### src/rtl/fifo_pipe_pkg.sv
// Shared types and helpers for the pipelined FIFO: usedw width and the flag bundle
// that travels through the output register stages alongside q.
package fifo_pipe_pkg;

    // The widest usedw the flag bundle can carry; AWIDTH up to 16 fits.
    localparam int USEDW_MAX = 17;

    function automatic int usedw_width(input int awidth);
        return awidth + 1;
    endfunction

    typedef struct packed {
        logic [USEDW_MAX-1:0] usedw;
        logic                 full;
        logic                 empty;
        logic                 almost_full;
        logic                 almost_empty;
        logic                 overflow;
        logic                 underflow;
    } flags_t;

    localparam flags_t FLAGS_RESET = '{
        usedw:        '0,
        full:         1'b0,
        empty:        1'b1,
        almost_full:  1'b0,
        almost_empty: 1'b1,
        overflow:     1'b0,
        underflow:    1'b0
    };

endpackage

### src/rtl/fifo_pipe_core.sv
// FIFO storage, pointers, occupancy and sticky error flags. Every output is a register
// or decoded from one, so the core adds exactly one cycle between request and status.
module fifo_pipe_core
    import fifo_pipe_pkg::*;
#(
    parameter int DWIDTH             = 16,
    parameter int AWIDTH             = 4,
    parameter int SHOWAHEAD          = 1,
    parameter int ALMOST_FULL_VALUE  = 14,
    parameter int ALMOST_EMPTY_VALUE = 2
) (
    input  logic              clk,
    input  logic              rst_n,
    input  logic [DWIDTH-1:0] data,
    input  logic              wrreq,
    input  logic              rdreq,
    input  logic              clr_err,
    output logic [DWIDTH-1:0] q,
    output logic [AWIDTH:0]   usedw,
    output logic              full,
    output logic              empty,
    output logic              almost_full,
    output logic              almost_empty,
    output logic              overflow,
    output logic              underflow
);

    localparam int             UW      = usedw_width(AWIDTH);
    localparam int             DEPTH   = 2 ** AWIDTH;
    localparam logic [UW-1:0]  DEPTH_W = UW'(DEPTH);
    localparam logic [UW-1:0]  AF_W    = UW'(ALMOST_FULL_VALUE);
    localparam logic [UW-1:0]  AE_W    = UW'(ALMOST_EMPTY_VALUE);

    logic [DWIDTH-1:0] mem [DEPTH];
    logic [AWIDTH-1:0] wr_ptr_reg;
    logic [AWIDTH-1:0] rd_ptr_reg;
    logic [AWIDTH-1:0] rd_ptr_next;
    logic [UW-1:0]     usedw_reg;
    logic [UW-1:0]     usedw_next;
    logic [DWIDTH-1:0] q_reg;
    logic              overflow_reg;
    logic              underflow_reg;
    logic              full_now;
    logic              empty_now;
    logic              wr_acc;
    logic              rd_acc;

    assign full_now    = (usedw_reg == DEPTH_W);
    assign empty_now   = (usedw_reg == '0);
    assign wr_acc      = wrreq && !full_now;
    assign rd_acc      = rdreq && !empty_now;
    assign rd_ptr_next = rd_acc ? rd_ptr_reg + 1'b1 : rd_ptr_reg;

    always_comb begin
        usedw_next = usedw_reg;
        if (wr_acc && !rd_acc) begin
            usedw_next = usedw_reg + 1'b1;
        end else if (rd_acc && !wr_acc) begin
            usedw_next = usedw_reg - 1'b1;
        end
    end

    always_ff @(posedge clk) begin
        if (wr_acc) begin
            mem[wr_ptr_reg] <= data;
        end
    end

    always_ff @(posedge clk or negedge rst_n) begin
        if (!rst_n) begin
            wr_ptr_reg    <= '0;
            rd_ptr_reg    <= '0;
            usedw_reg     <= '0;
            overflow_reg  <= 1'b0;
            underflow_reg <= 1'b0;
        end else begin
            if (wr_acc) begin
                wr_ptr_reg <= wr_ptr_reg + 1'b1;
            end
            rd_ptr_reg <= rd_ptr_next;
            usedw_reg  <= usedw_next;
            // A new error on the same edge as a clear keeps the flag set.
            if (wrreq && full_now) begin
                overflow_reg <= 1'b1;
            end else if (clr_err) begin
                overflow_reg <= 1'b0;
            end
            if (rdreq && empty_now) begin
                underflow_reg <= 1'b1;
            end else if (clr_err) begin
                underflow_reg <= 1'b0;
            end
        end
    end

    generate
        if (SHOWAHEAD != 0) begin : g_showahead
            // Register the next head word; when that slot is being written on this
            // very edge the RAM still holds stale data, so take the write data instead.
            always_ff @(posedge clk or negedge rst_n) begin
                if (!rst_n) begin
                    q_reg <= '0;
                end else if (usedw_next != '0) begin
                    q_reg <= (wr_acc && (rd_ptr_next == wr_ptr_reg)) ? data : mem[rd_ptr_next];
                end
            end
        end else begin : g_normal
            always_ff @(posedge clk or negedge rst_n) begin
                if (!rst_n) begin
                    q_reg <= '0;
                end else if (rd_acc) begin
                    q_reg <= mem[rd_ptr_reg];
                end
            end
        end
    endgenerate

    assign q            = q_reg;
    assign usedw        = usedw_reg;
    assign full         = full_now;
    assign empty        = empty_now;
    assign almost_full  = (usedw_reg >= AF_W);
    assign almost_empty = (usedw_reg < AE_W);
    assign overflow     = overflow_reg;
    assign underflow    = underflow_reg;

endmodule

### src/rtl/fifo_pipe.sv
// Synchronous FIFO with IN_REGS request stages ahead of the core and OUT_REGS stages
// behind it; all outputs travel together so they always describe the same core cycle.
module fifo_pipe
    import fifo_pipe_pkg::*;
#(
    parameter int DWIDTH             = 16,
    parameter int AWIDTH             = 4,
    parameter int SHOWAHEAD          = 1,
    parameter int ALMOST_FULL_VALUE  = 14,
    parameter int ALMOST_EMPTY_VALUE = 2,
    parameter int IN_REGS            = 1,
    parameter int OUT_REGS           = 1
) (
    input  logic              clk_i,
    input  logic              arst_n_i,
    input  logic [DWIDTH-1:0] data_i,
    input  logic              wrreq_i,
    input  logic              rdreq_i,
    input  logic              clr_err_i,
    output logic [DWIDTH-1:0] q_o,
    output logic [AWIDTH:0]   usedw_o,
    output logic              full_o,
    output logic              empty_o,
    output logic              almost_full_o,
    output logic              almost_empty_o,
    output logic              overflow_o,
    output logic              underflow_o
);

    localparam int UW = usedw_width(AWIDTH);

    if (ALMOST_FULL_VALUE < 1 || ALMOST_FULL_VALUE > (1 << AWIDTH)) begin : g_chk_af
        $error("fifo_pipe: ALMOST_FULL_VALUE %0d outside 1..%0d", ALMOST_FULL_VALUE, 1 << AWIDTH);
    end
    if (ALMOST_EMPTY_VALUE < 1 || ALMOST_EMPTY_VALUE > (1 << AWIDTH)) begin : g_chk_ae
        $error("fifo_pipe: ALMOST_EMPTY_VALUE %0d outside 1..%0d", ALMOST_EMPTY_VALUE, 1 << AWIDTH);
    end
    if (IN_REGS < 0 || IN_REGS > 4 || OUT_REGS < 0 || OUT_REGS > 4) begin : g_chk_regs
        $error("fifo_pipe: IN_REGS=%0d OUT_REGS=%0d, each must be 0..4", IN_REGS, OUT_REGS);
    end
    if (UW > USEDW_MAX) begin : g_chk_aw
        $error("fifo_pipe: AWIDTH %0d too wide for the flag bundle", AWIDTH);
    end

    logic [DWIDTH-1:0] core_data;
    logic              core_wrreq;
    logic              core_rdreq;
    logic [DWIDTH-1:0] core_q;
    logic [AWIDTH:0]   core_usedw;
    logic              core_full;
    logic              core_empty;
    logic              core_almost_full;
    logic              core_almost_empty;
    logic              core_overflow;
    logic              core_underflow;
    flags_t            core_flags;
    logic [DWIDTH-1:0] out_q;
    flags_t            out_flags;

    genvar gi;

    // Request pipe: each stage reads the previous one, stage 0 reads the ports.
    for (gi = 0; gi < IN_REGS; gi++) begin : g_in
        logic [DWIDTH-1:0] data_prev;
        logic              wr_prev;
        logic              rd_prev;
        logic [DWIDTH-1:0] data_reg;
        logic              wr_reg;
        logic              rd_reg;
        if (gi == 0) begin : g_src
            assign data_prev = data_i;
            assign wr_prev   = wrreq_i;
            assign rd_prev   = rdreq_i;
        end else begin : g_src
            assign data_prev = g_in[gi-1].data_reg;
            assign wr_prev   = g_in[gi-1].wr_reg;
            assign rd_prev   = g_in[gi-1].rd_reg;
        end
        always_ff @(posedge clk_i or negedge arst_n_i) begin
            if (!arst_n_i) begin
                data_reg <= '0;
                wr_reg   <= 1'b0;
                rd_reg   <= 1'b0;
            end else begin
                data_reg <= data_prev;
                wr_reg   <= wr_prev;
                rd_reg   <= rd_prev;
            end
        end
    end

    if (IN_REGS == 0) begin : g_in_tap
        assign core_data  = data_i;
        assign core_wrreq = wrreq_i;
        assign core_rdreq = rdreq_i;
    end else begin : g_in_tap
        assign core_data  = g_in[IN_REGS-1].data_reg;
        assign core_wrreq = g_in[IN_REGS-1].wr_reg;
        assign core_rdreq = g_in[IN_REGS-1].rd_reg;
    end

    fifo_pipe_core #(
        .DWIDTH             (DWIDTH),
        .AWIDTH             (AWIDTH),
        .SHOWAHEAD          (SHOWAHEAD),
        .ALMOST_FULL_VALUE  (ALMOST_FULL_VALUE),
        .ALMOST_EMPTY_VALUE (ALMOST_EMPTY_VALUE)
    ) u_core (
        .clk          (clk_i),
        .rst_n        (arst_n_i),
        .data         (core_data),
        .wrreq        (core_wrreq),
        .rdreq        (core_rdreq),
        .clr_err      (clr_err_i),
        .q            (core_q),
        .usedw        (core_usedw),
        .full         (core_full),
        .empty        (core_empty),
        .almost_full  (core_almost_full),
        .almost_empty (core_almost_empty),
        .overflow     (core_overflow),
        .underflow    (core_underflow)
    );

    assign core_flags = '{
        usedw:        USEDW_MAX'(core_usedw),
        full:         core_full,
        empty:        core_empty,
        almost_full:  core_almost_full,
        almost_empty: core_almost_empty,
        overflow:     core_overflow,
        underflow:    core_underflow
    };

    for (gi = 0; gi < OUT_REGS; gi++) begin : g_out
        logic [DWIDTH-1:0] q_prev;
        flags_t            flags_prev;
        logic [DWIDTH-1:0] q_reg;
        flags_t            flags_reg;
        if (gi == 0) begin : g_src
            assign q_prev     = core_q;
            assign flags_prev = core_flags;
        end else begin : g_src
            assign q_prev     = g_out[gi-1].q_reg;
            assign flags_prev = g_out[gi-1].flags_reg;
        end
        always_ff @(posedge clk_i or negedge arst_n_i) begin
            if (!arst_n_i) begin
                q_reg     <= '0;
                flags_reg <= FLAGS_RESET;
            end else begin
                q_reg     <= q_prev;
                flags_reg <= flags_prev;
            end
        end
    end

    if (OUT_REGS == 0) begin : g_out_tap
        assign out_q     = core_q;
        assign out_flags = core_flags;
    end else begin : g_out_tap
        assign out_q     = g_out[OUT_REGS-1].q_reg;
        assign out_flags = g_out[OUT_REGS-1].flags_reg;
    end

    assign q_o            = out_q;
    assign usedw_o        = UW'(out_flags.usedw);
    assign full_o         = out_flags.full;
    assign empty_o        = out_flags.empty;
    assign almost_full_o  = out_flags.almost_full;
    assign almost_empty_o = out_flags.almost_empty;
    assign overflow_o     = out_flags.overflow;
    assign underflow_o    = out_flags.underflow;

endmodule

### config.mk
export PLATFORM = sky130hd
export DESIGN_NAME = fifo_pipe
export DESIGN_NICKNAME = d
export VERILOG_FILES = /design/src/rtl/fifo_pipe_pkg.sv /design/src/rtl/fifo_pipe_core.sv /design/src/rtl/fifo_pipe.sv
export SDC_FILE = /design/constraint.sdc
export NUM_CORES = 1
export LEC_CHECK = 0
export CAP_MARGIN = 20
export CORE_UTILIZATION = 30
export CTS_CLUSTER_SIZE = 40
export DETAILED_ROUTE_END_ITERATION = 8
export SKIP_CTS_REPAIR_TIMING = 1
export SYNTH_ARGS = -nofsm -noshare
export SYNTH_HDL_FRONTEND = slang
export SYNTH_HIERARCHICAL = 1
export SYNTH_SLANG_ARGS = --single-unit
### constraint.sdc
create_clock -name clk_i -period 3.8 [get_ports clk_i]
set_input_delay 0.95 -clock clk_i [delete_from_list [all_inputs] [get_ports clk_i]]
set_output_delay 0.95 -clock clk_i [all_outputs]
set_load 0.02 [all_outputs]
Word-level counts from Yosys, hierarchy flattened --
Memories as Yosys holds them, arrays and structs flattened. A register that Yosys moved wholly into a read port is not among the register bits. Index checks and enable logic that the tools add are counted.
Word-level totals: flip-flop bits (word level) 60, RAM bits 256, output and inout bits 27, memories kept 1
Memories:
- u_core.mem | depth 16, bits a word 16, rd ports 1, clocked after Yosys merged registers in 1, write ports 1, RTL line fifo_pipe_core.sv:34 | logic [DWIDTH-1:0] mem [DEPTH];
Cells by class: add/subtract/negate cells 4, $lt $le $gt $ge 2, equality and inequality tests 1, multiplexer cells 8, reduce and logical (&&, ||, !) cells 15
Operators with widths (count):
- two-way mux 5 bit | 2
- adder 4 x 1 -> 4 bit, second input constant | 2
- logical AND 1 bit | 6
- adder 5 x 1 -> 5 bit, second input constant | 1
- == test 5 bit, second input constant | 1
- >= comparator 5 x 4 -> 1 bit, second input constant | 1
- zero test 1 bit | 5
- zero test 5 bit | 1
- < comparator 5 x 2 -> 1 bit, second input constant | 1
- two-way mux 1 bit | 5
- nonzero test 5 bit | 1
- subtractor 5 x 1 -> 5 bit, second input constant | 1
- two-way mux 4 bit | 1
- nonzero test 2 bit | 2

Longest topological paths before layout --
Gate-level depths: netlist of run 1.
word-level depth 8, depth in mapped cells 13, gate-level depth less buffers 10

Cells and area by module --
The synthesis of run 1 kept the hierarchy.
By module, submodules not included:
- fifo_pipe_core | times used 1, cells each 946, area an instance 13475.4 sq um, sequential area each 8463.1 sq um
- fifo_pipe | times used 1, cells each 45, area an instance 1128.6 sq um, sequential area each 1128.6 sq um

Worst setup path after synthesis of run 1 --
OpenSTA, ideal clock, no wires.
kind reg2reg, start reg u_core.usedw_reg[1], in the netlist u_core/usedw[1], end mem u_core.mem[3][0], enable pin, library setup time 409 ps, arrival 2807 ps, required time 3391 ps, slack 584 ps, cell stages (with the launch flop) 8, buffers on the path 1, path through dfrtp_1 > inv_1 > ha_1 > and4bb_2 > nor2b_1 > clkbuf_1 > nand2_1 > nor3_1
On the way: longest elaborated chain between the ends 5
RTL lines:
- start: declaration | RTL line fifo_pipe_core.sv:38 | logic [UW-1:0] usedw_reg;
- start signal: assignment | RTL line fifo_pipe_core.sv:81 | usedw_reg <= usedw_next;
- == test 5 bit | RTL line fifo_pipe_core.sv:48 | assign full_now = (usedw_reg == DEPTH_W);
- net core_full | RTL line fifo_pipe.sv:50 | logic core_full;
- zero test 1 bit | RTL line fifo_pipe_core.sv:50 | assign wr_acc = wrreq && !full_now;
- logical AND 1 bit | RTL line fifo_pipe_core.sv:50
- two-way mux 1 bit | RTL line fifo_pipe_core.sv:64 | if (wr_acc) begin
- two-way mux 1 bit (not written as such) | RTL line fifo_pipe_core.sv:65 | mem[wr_ptr_reg] <= data;
- end: declaration | RTL line fifo_pipe_core.sv:34
The timed path passes the listed nets, and every way through them passes these cells.

Final worst setup path of run 1 --
start reg u_core.usedw_reg[1], in the netlist u_core/usedw[1], end reg u_core.q_reg[5], in the netlist u_core/q[5], read port of u_core.mem
On the way: longest elaborated chain between the ends 8
RTL lines:
- parallel branches: the longest is 8 deep, another holds subtractor 5 x 1 -> 5 bit
- end: declaration | RTL line fifo_pipe_core.sv:40 | logic [DWIDTH-1:0] q_reg;
Several ways; the timed one is not identified. A chain may end at the register's enable or synchronous reset.

==> run metrics, run 1 <==
mux contribution to synthesized area=7.67%; initial antenna violation count=1; Final min period=3.23 ns; power density cells=846 nW/um2; P&R area growth vs syn=17.0%; post-DP HPWL=22.6 mm; # setup viols final=0; Biggest register=u_core/mem; final WL=39.2 mm; sequential element share of the synthesized area=65.7%; measured slew at the worst slew-check pin=1.10 ns; fin nets=1063; initial drt markers=1079; unrepaired setup endpoints after global routing=false; cells after synthesis=991; largest family of logic cells by synthesized area=compound AO/OA/AOI/OAI gates; clk sinks=332; Via-to-Cell Ratio=5.78; final std cells w/o fill=1675; first-pass GRT wire length=58.6 mm; synth warn=6; Setup crit start=u_core/usedw[1]; total gr overflow=0; Initial Util=30.5%; PortBufs=47; H-tree Lvls=2; final worst setup slack=0.567 ns; core area=47800 um2; Synth Area in Simple Gates=4.51%; hold violation total from the final report=0; CTS max path bufs=3; largest net degree at the start of global routing=99; GPL Wtd Cong=0.810; Mapped Area=14600 um2; number of global-route vias before repair=9363; FF-to-FF End=u_core/q[5]; critical path data arrival time=3.69 ns; Die Y=223 um; Final ANT Viol Nets=0; Avg Inst Size Synth=14.7 um2; max reg flops=256; worst r2r path cells=10; startpoint types=flip-flop; outcome=finished, final reports clean; fraction of registers with async set or reset after synthesis=22.9%; FF-to-FF Start=u_core/usedw[1]; Synth Area in Compound Gates=17.0%; CP required=4.26 ns; Yosys top cell by area=edfxtp_1; Skew-Pair Late Insertion Delay=0.53 ns; Tcrit/Tclk final=85.1%; R2R setup slack=0.57 ns; I/O Pins=48; TritonCTS clock tree=built; P_leak=0.00576 uW; critical path endpoint=u_core/q[5]; Slew headroom=26.9%; std cell rows=80; Post-Synth XOR/XNOR Area=1.16%; TritonCTS Buffers=35; Netlist cell types=61; vias=9685; Hold/Removal Path Class=flip-flop to flip-flop; CP Max Fanout=32; share of cells above drive strength 1=14.5%; synth top area cells=edfxtp_1, dfrtp_1, a221oi_1, mux2i_1, o221ai_1; Fin Clk Skew=0.0120 ns; Avg WL per Cell=23.4 um; # DRC=0; #FFs+latches synth=332; Max VDD drop=546 uV; all-layer global routing usage=15.6%; CP Capture Type=flip-flop; Syn Nets=1020; drt first pass iters=5; Max-Cap Viols=0; dpl ws=0.596 ns; most frequent cells in the layout=edfxtp_1, a221oi_1, mux2i_1; Final Slew Violations=0; critical path class=flip-flop to flip-flop; Clock Tree Root=clkbuf_16; Setup TNS=0 ns; die width=223 um; share of the synthesized area in the top cell type=52.6%; Die Area=49600 um2; Worst-path clk slew=0.06 ns; ys flop type=edfxtp_1; Synth Area in Adders=0.754%; Peak Freq=309 MHz; placed instance count=1612; Post-synth EDFFs=256; commonest non-fill, non-tap cell in the layout=edfxtp_1
[Yosys cell counts, types with 3 or more instances]
| library cell | count |
|---|---|
| edfxtp_1 | 256 |
| a221oi_1 | 150 |
| mux2i_1 | 95 |
| dfrtp_1 | 74 |
| nor2_1 | 63 |
| clkbuf_1 | 54 |
| o221ai_1 | 45 |
| buf_2 | 21 |
| nand2_1 | 20 |
| o22ai_1 | 20 |
| a21oi_1 | 19 |
| or3_1 | 16 |
| o32ai_1 | 15 |
| inv_1 | 12 |
| o21ai_0 | 11 |
| nor3_1 | 10 |
| a2bb2oi_2 | 9 |
| o21ai_1 | 9 |
| ha_1 | 8 |
| xnor2_1 | 8 |
| mux4_2 | 7 |
| a2bb2oi_1 | 6 |
| buf_6 | 6 |
| xor2_1 | 5 |
| nand2b_1 | 4 |
| buf_1 | 3 |
[report_power, final]
part | internal, uW | leakage, uW | switching, uW
clock network | 2030 | 0.000565 | 1430
registers | 4530 | 0.00320 | 456
logic | 2430 | 0.00200 | 3580
total | 8990 | 0.00576 | 5460
[stage by stage]
step                      power (uW)  hold WS [ns]  util (%)  instance area (um2)
after detailed placement       11000         0.363      33.3                15900
final                          14400         0.375      35.7                17100
after CTS                      14500         0.377      35.7                17100
after global placement         10900         0.364      33.3                15900
after global routing           15200         0.395      35.7                17100
after floorplan                 9100         0.354         -                14600
[worst min path at each step]
stage | from | end | slack [ns] | cells past startpoint
floorplan | u_core/q[11] | q_o[11] | 0.35 | 0
global placement | u_core/overflow | overflow_o | 0.36 | 0
detailed placement | u_core/overflow | overflow_o | 0.36 | 0
CTS | u_core/overflow | overflow_o | 0.38 | 0
global route | u_core/overflow | overflow_o | 0.39 | 0
finish | u_core/overflow | overflow_o | 0.37 | 0
[kinds of logic after synthesis]
family / count (synthesis)
XOR/XNOR: 16
AND/OR/NAND/NOR: 131
flip-flops: 332
buffers and inverters: 101
multiplexers: 103
AO/OA/AOI/OAI: 299
adder cells (fa/ha/maj): 9
[metal layers]
layer  vias to the layer above  wire, um  GRT usage (%)
met4                         0      1000           5.36
met5                         -         0              0
met2                       393     18100           24.1
li1                       4210         -              -
met1                      5004     17000           21.7
met3                        78      3050           3.16
[worst max-delay path: stages, from the launching register on]
cell and delay [ns]:
dfrtp_1 0.46, inv_1 0.13, ha_1 0.22, or4b_4 0.60, a21oi_4 0.29, buf_4 0.40, a221oi_1 0.14, o221ai_1 0.24
o21ai_0 0.17, or3_1 0.35, a2bb2oi_2 0.14
[cell type report]
cell class	count	area, um2
sequential	332	9600
antenna	1	2.50
clock inverter	19	195
tap	615	769
inverter	15	68.8
clock buffer	43	968
timing repair buffer	92	881
fill	4560	30800
multi-input combinational	558	4610
Power figures use the tool's default switching activity.
==> run 2, diff against run 1 <==
- clock period: 3.8 -> 3.3 ns (I/O delays scaled with it)
==> run metrics, run 2 (same netlist as run 1, synthesis figures left out) <==
outcome=finished, final reports clean; first-pass GRT wire length=58.0 mm; measured slew at the worst slew-check pin=0.900 ns; std cell rows=80; placed inst area=16100 um2; Slew headroom=40.0%; total gr overflow=0; CP required=3.77 ns; post-route cell area=17300 um2; Biggest register=u_core/mem; R2R setup slack=0.19 ns; Die Y=223 um; TritonCTS Buffers=35; # DRC=0; Final Slew Violations=0; Peak Freq=322 MHz; startpoint types=flip-flop; Worst-path clk slew=0.07 ns; core area=47800 um2; antenna diode count=0; initial drt markers=1078; die width=223 um; unrepaired setup endpoints after global routing=false; Fin Clk Skew=0.0368 ns; P&R area growth vs syn=18.2%; H-tree Lvls=2; fin nets=1082; GPL Wtd Cong=0.805; Util after Layout=36.1%; Final min period=3.11 ns; commonest non-fill, non-tap cell in the layout=edfxtp_1; Initial Util=30.5%; worst r2r path cells=10; number of global-route vias before repair=9435; Tcrit/Tclk final=94.2%; # setup viols final=0; Register Area=9600 um2; Die Area=49600 um2; most frequent cells in the layout=edfxtp_1, a221oi_1, mux2i_1; final WL=38.5 mm; I/O Pins=48; PortBufs=47; power density cells=967 nW/um2; FF-to-FF End=u_core/q[0]; drt first pass iters=6; TritonCTS clock tree=built; Via-to-Cell Ratio=5.71; critical path data arrival time=3.57 ns; Max VDD drop=535 uV; CP Max Fanout=21; all-layer global routing usage=15.4%; CP Capture Type=flip-flop; Avg WL per Cell=22.7 um; Final ANT Viol Nets=0; share of cells above drive strength 1=15.8%; Hold/Removal Path Class=primary input to asynchronous set/reset pin; P_leak=0.00587 uW; FF-to-FF Start=u_core/usedw[0]; clk sinks=332; Clock Tree Root=clkbuf_16; post-DP HPWL=23.5 mm; Setup TNS=0 ns; Skew-Pair Late Insertion Delay=0.55 ns; CTS max path bufs=3; Max-Cap Viols=0; largest net degree at the start of global routing=77; area used by multi-input combinational logic=4610 um2; Overall Power=16700 uW; initial antenna violation count=1; hold violation total from the final report=0; Fill cells=4487; vias=9678; critical path class=flip-flop to flip-flop; max reg flops=256
[run 2: stage by stage]
step / worst slack (ns) / std cells / hold WS [ns]
after floorplan: 0.0836 / 991 / 0.354
after global placement: 0.222 / 1629 / 0.364
after detailed placement: 0.126 / 1629 / 0.359
after CTS: 0.137 / 1693 / 0.312
after global routing: 0.0220 / 1695 / 0.350
final: 0.191 / 1695 / 0.308
[run 2: how the worst max path moves through the flow]
stage / depth (start not counted) / from / endpoint
after floorplan: 7 / u_core/usedw[1] / u_core/mem[3][0]
after global placement: 10 / u_core/usedw[0] / u_core/q[4]
after detailed placement: 10 / u_core/usedw[0] / u_core/q[1]
after CTS: 10 / u_core/usedw[0] / u_core/q[1]
after global routing: 10 / u_core/usedw[0] / u_core/q[8]
final: 10 / u_core/usedw[0] / u_core/q[0]
[run 2: cell type report]
type | count | area share, %
Inverter | 15 | 0.399
Clock inverter | 14 | 0.863
Sequential cell | 332 | 55.6
Timing Repair Buffer | 111 | 6.39
Clock buffer | 50 | 5.58
Multi-Input combinational cell | 558 | 26.7
Tap cell | 615 | 4.46
[run 2: critical path, stage by stage (launching register included)]
cell and delay [ns]:
dfrtp_1 0.41, inv_1 0.12, ha_1 0.23, or4b_4 0.61, nand2_2 0.30, nand2_1 0.12, buf_4 0.25, o221ai_1 0.38
o21ai_1 0.12, or3_1 0.32, a2bb2oi_1 0.16
[run 2: per-layer routing]
metal / track usage (%) / share of wire (%) / routed length, um
met3: 3.44 / 7.5 / 2900
met1: 21.8 / 45 / 17400
met5: 0 / 0.034 / 13
met4: 5.21 / 2.7 / 1060
met2: 23.3 / 45 / 17200
[run 2: power by group]
group / internal, uW / total, uW / switching, uW
Combinational: 2970 / 7120 / 4140
Clock: 2150 / 3830 / 1680
Sequential: 5210 / 5740 / 531
==> run 3, diff against run 2 <==
- CELL_PAD_IN_SITES_DETAIL_PLACEMENT: default -> 1
- CELL_PAD_IN_SITES_GLOBAL_PLACEMENT: default -> 2
- PLACE_DENSITY_LB_ADDON: default -> 0.1
==> run metrics, run 3 (same netlist as run 1, synthesis figures left out) <==
outcome=finished, final reports clean; share of cells above drive strength 1=16.1%; total gr overflow=0; Setup TNS=0 ns; Die Y=223 um; P_leak=0.00595 uW; largest net degree at the start of global routing=61; Avg WL per Cell=26.7 um; clk sinks=332; Biggest register=u_core/mem; Fill cells=4875; critical path class=flip-flop to flip-flop; core area=47800 um2; placed instance count=1627; Final min period=3.13 ns; hold violation total from the final report=0; max reg flops=256; drt first pass iters=4; Tcrit/Tclk final=95.0%; Slew headroom=47.5%; commonest non-fill, non-tap cell in the layout=edfxtp_1; most frequent cells in the layout=edfxtp_1, a221oi_1, mux2i_1; area used by multi-input combinational logic=4620 um2; Peak Freq=319 MHz; Min Hold Slack=0.290 ns; CTS max path bufs=3; measured slew at the worst slew-check pin=0.788 ns; antenna diode count=0; P&R area growth vs syn=19.4%; Fin Clk Skew=0.0143 ns; final std cells w/o fill=1705; critical path data arrival time=3.63 ns; post-DP HPWL=26.8 mm; Initial Util=30.5%; placed inst area=16100 um2; Final Slew Violations=0; vias=9646; Via-to-Cell Ratio=5.66; Final ANT Viol Nets=0; initial antenna violation count=0; TritonCTS clock tree=built; CP required=3.79 ns; power density cells=1000 nW/um2; std cell rows=80; number of global-route vias before repair=9905; TritonCTS Buffers=42; I/O Pins=48; first-pass GRT wire length=67.1 mm; Register Area=9600 um2; unrepaired setup endpoints after global routing=false; H-tree Lvls=2; worst r2r path cells=11; PortBufs=47; final WL=45.6 mm; startpoint types=flip-flop; fin nets=1085; die width=223 um; Hold/Removal Path Class=primary input to asynchronous set/reset pin; CP Max Fanout=55; # DRC=0; Worst-path clk slew=0.06 ns; Max VDD drop=440 uV; all-layer global routing usage=18.7%; # setup viols final=0; Die Area=49600 um2; post-route cell area=17400 um2; Max-Cap Viols=0; initial drt markers=581; CP Capture Type=flip-flop; Skew-Pair Late Insertion Delay=0.57 ns; Clock Tree Root=clkbuf_16; GPL Wtd Cong=0.712
## run 3: cell count changes in the layout (fill, tap and decap cells not counted), sizes merged
| cell | change |
|---|---|
| clkbuf | +18 |
| buf | -3 |
| clkinv | -3 |
| bufinv | -1 |
| inv | -1 |
## run 3: routing by layer
| metal | wire [um] | vias to the layer above | track usage (%) |
|---|---|---|---|
| li1 | - | 4271 | - |
| met4 | 1090 | 0 | 5.98 |
| met2 | 22000 | 172 | 31.3 |
| met5 | 0 | - | 0 |
| met3 | 1460 | 60 | 2.58 |
| met1 | 21000 | 5143 | 24.8 |
## run 3: report_power, final
| part | internal [uW] | leakage, uW | switching, uW |
|---|---|---|---|
| logic | 3030 | 0.00211 | 4420 |
| registers | 5220 | 0.00320 | 468 |
| clock network | 2570 | 0.000641 | 1770 |
## run 3: layout make-up
cell class	instances	area share (%)
Sequential cell	332	55.0
Multi-Input combinational cell	558	26.5
Clock buffer	69	7.13
Timing Repair Buffer	107	6.20
Tap cell	615	4.41
Inverter	15	0.395
Clock inverter	9	0.359
## run 3: worst max-delay path, stage by stage, from the launching register on
cell and delay [ns]:
dfrtp_1 0.41, inv_1 0.12, ha_1 0.18, or4b_4 0.60
a21oi_4 0.22, buf_12 0.26, buf_12 0.22, a221oi_1 0.09
o221ai_1 0.23, o21ai_0 0.18, or3_1 0.36, a2bb2oi_2 0.13
## run 3: through the flow
step                power [uW]  utilization [%]  setup WS, ns
floorplan                10500                -        0.0836
global placement         13300             33.7         0.153
detailed placement       13300             33.7        0.0987
CTS                      17800             36.4        0.0899
global route             18500             36.4        0.0268
finish                   17500             36.4         0.166
## run 3: final timing paths
path,start,endpoint,slack (ns)
min,arst_n_i,u_core/usedw[4],0.29
min in group clk_i,u_core/q[11],q_o[11],0.38
min reg2reg,u_core/q[11],q_o[11],0.38
max in group asynchronous,arst_n_i,core_data[3],2.34
max,u_core/usedw[0],u_core/q[7],0.17
max reg2reg,u_core/usedw[0],u_core/q[7],0.17
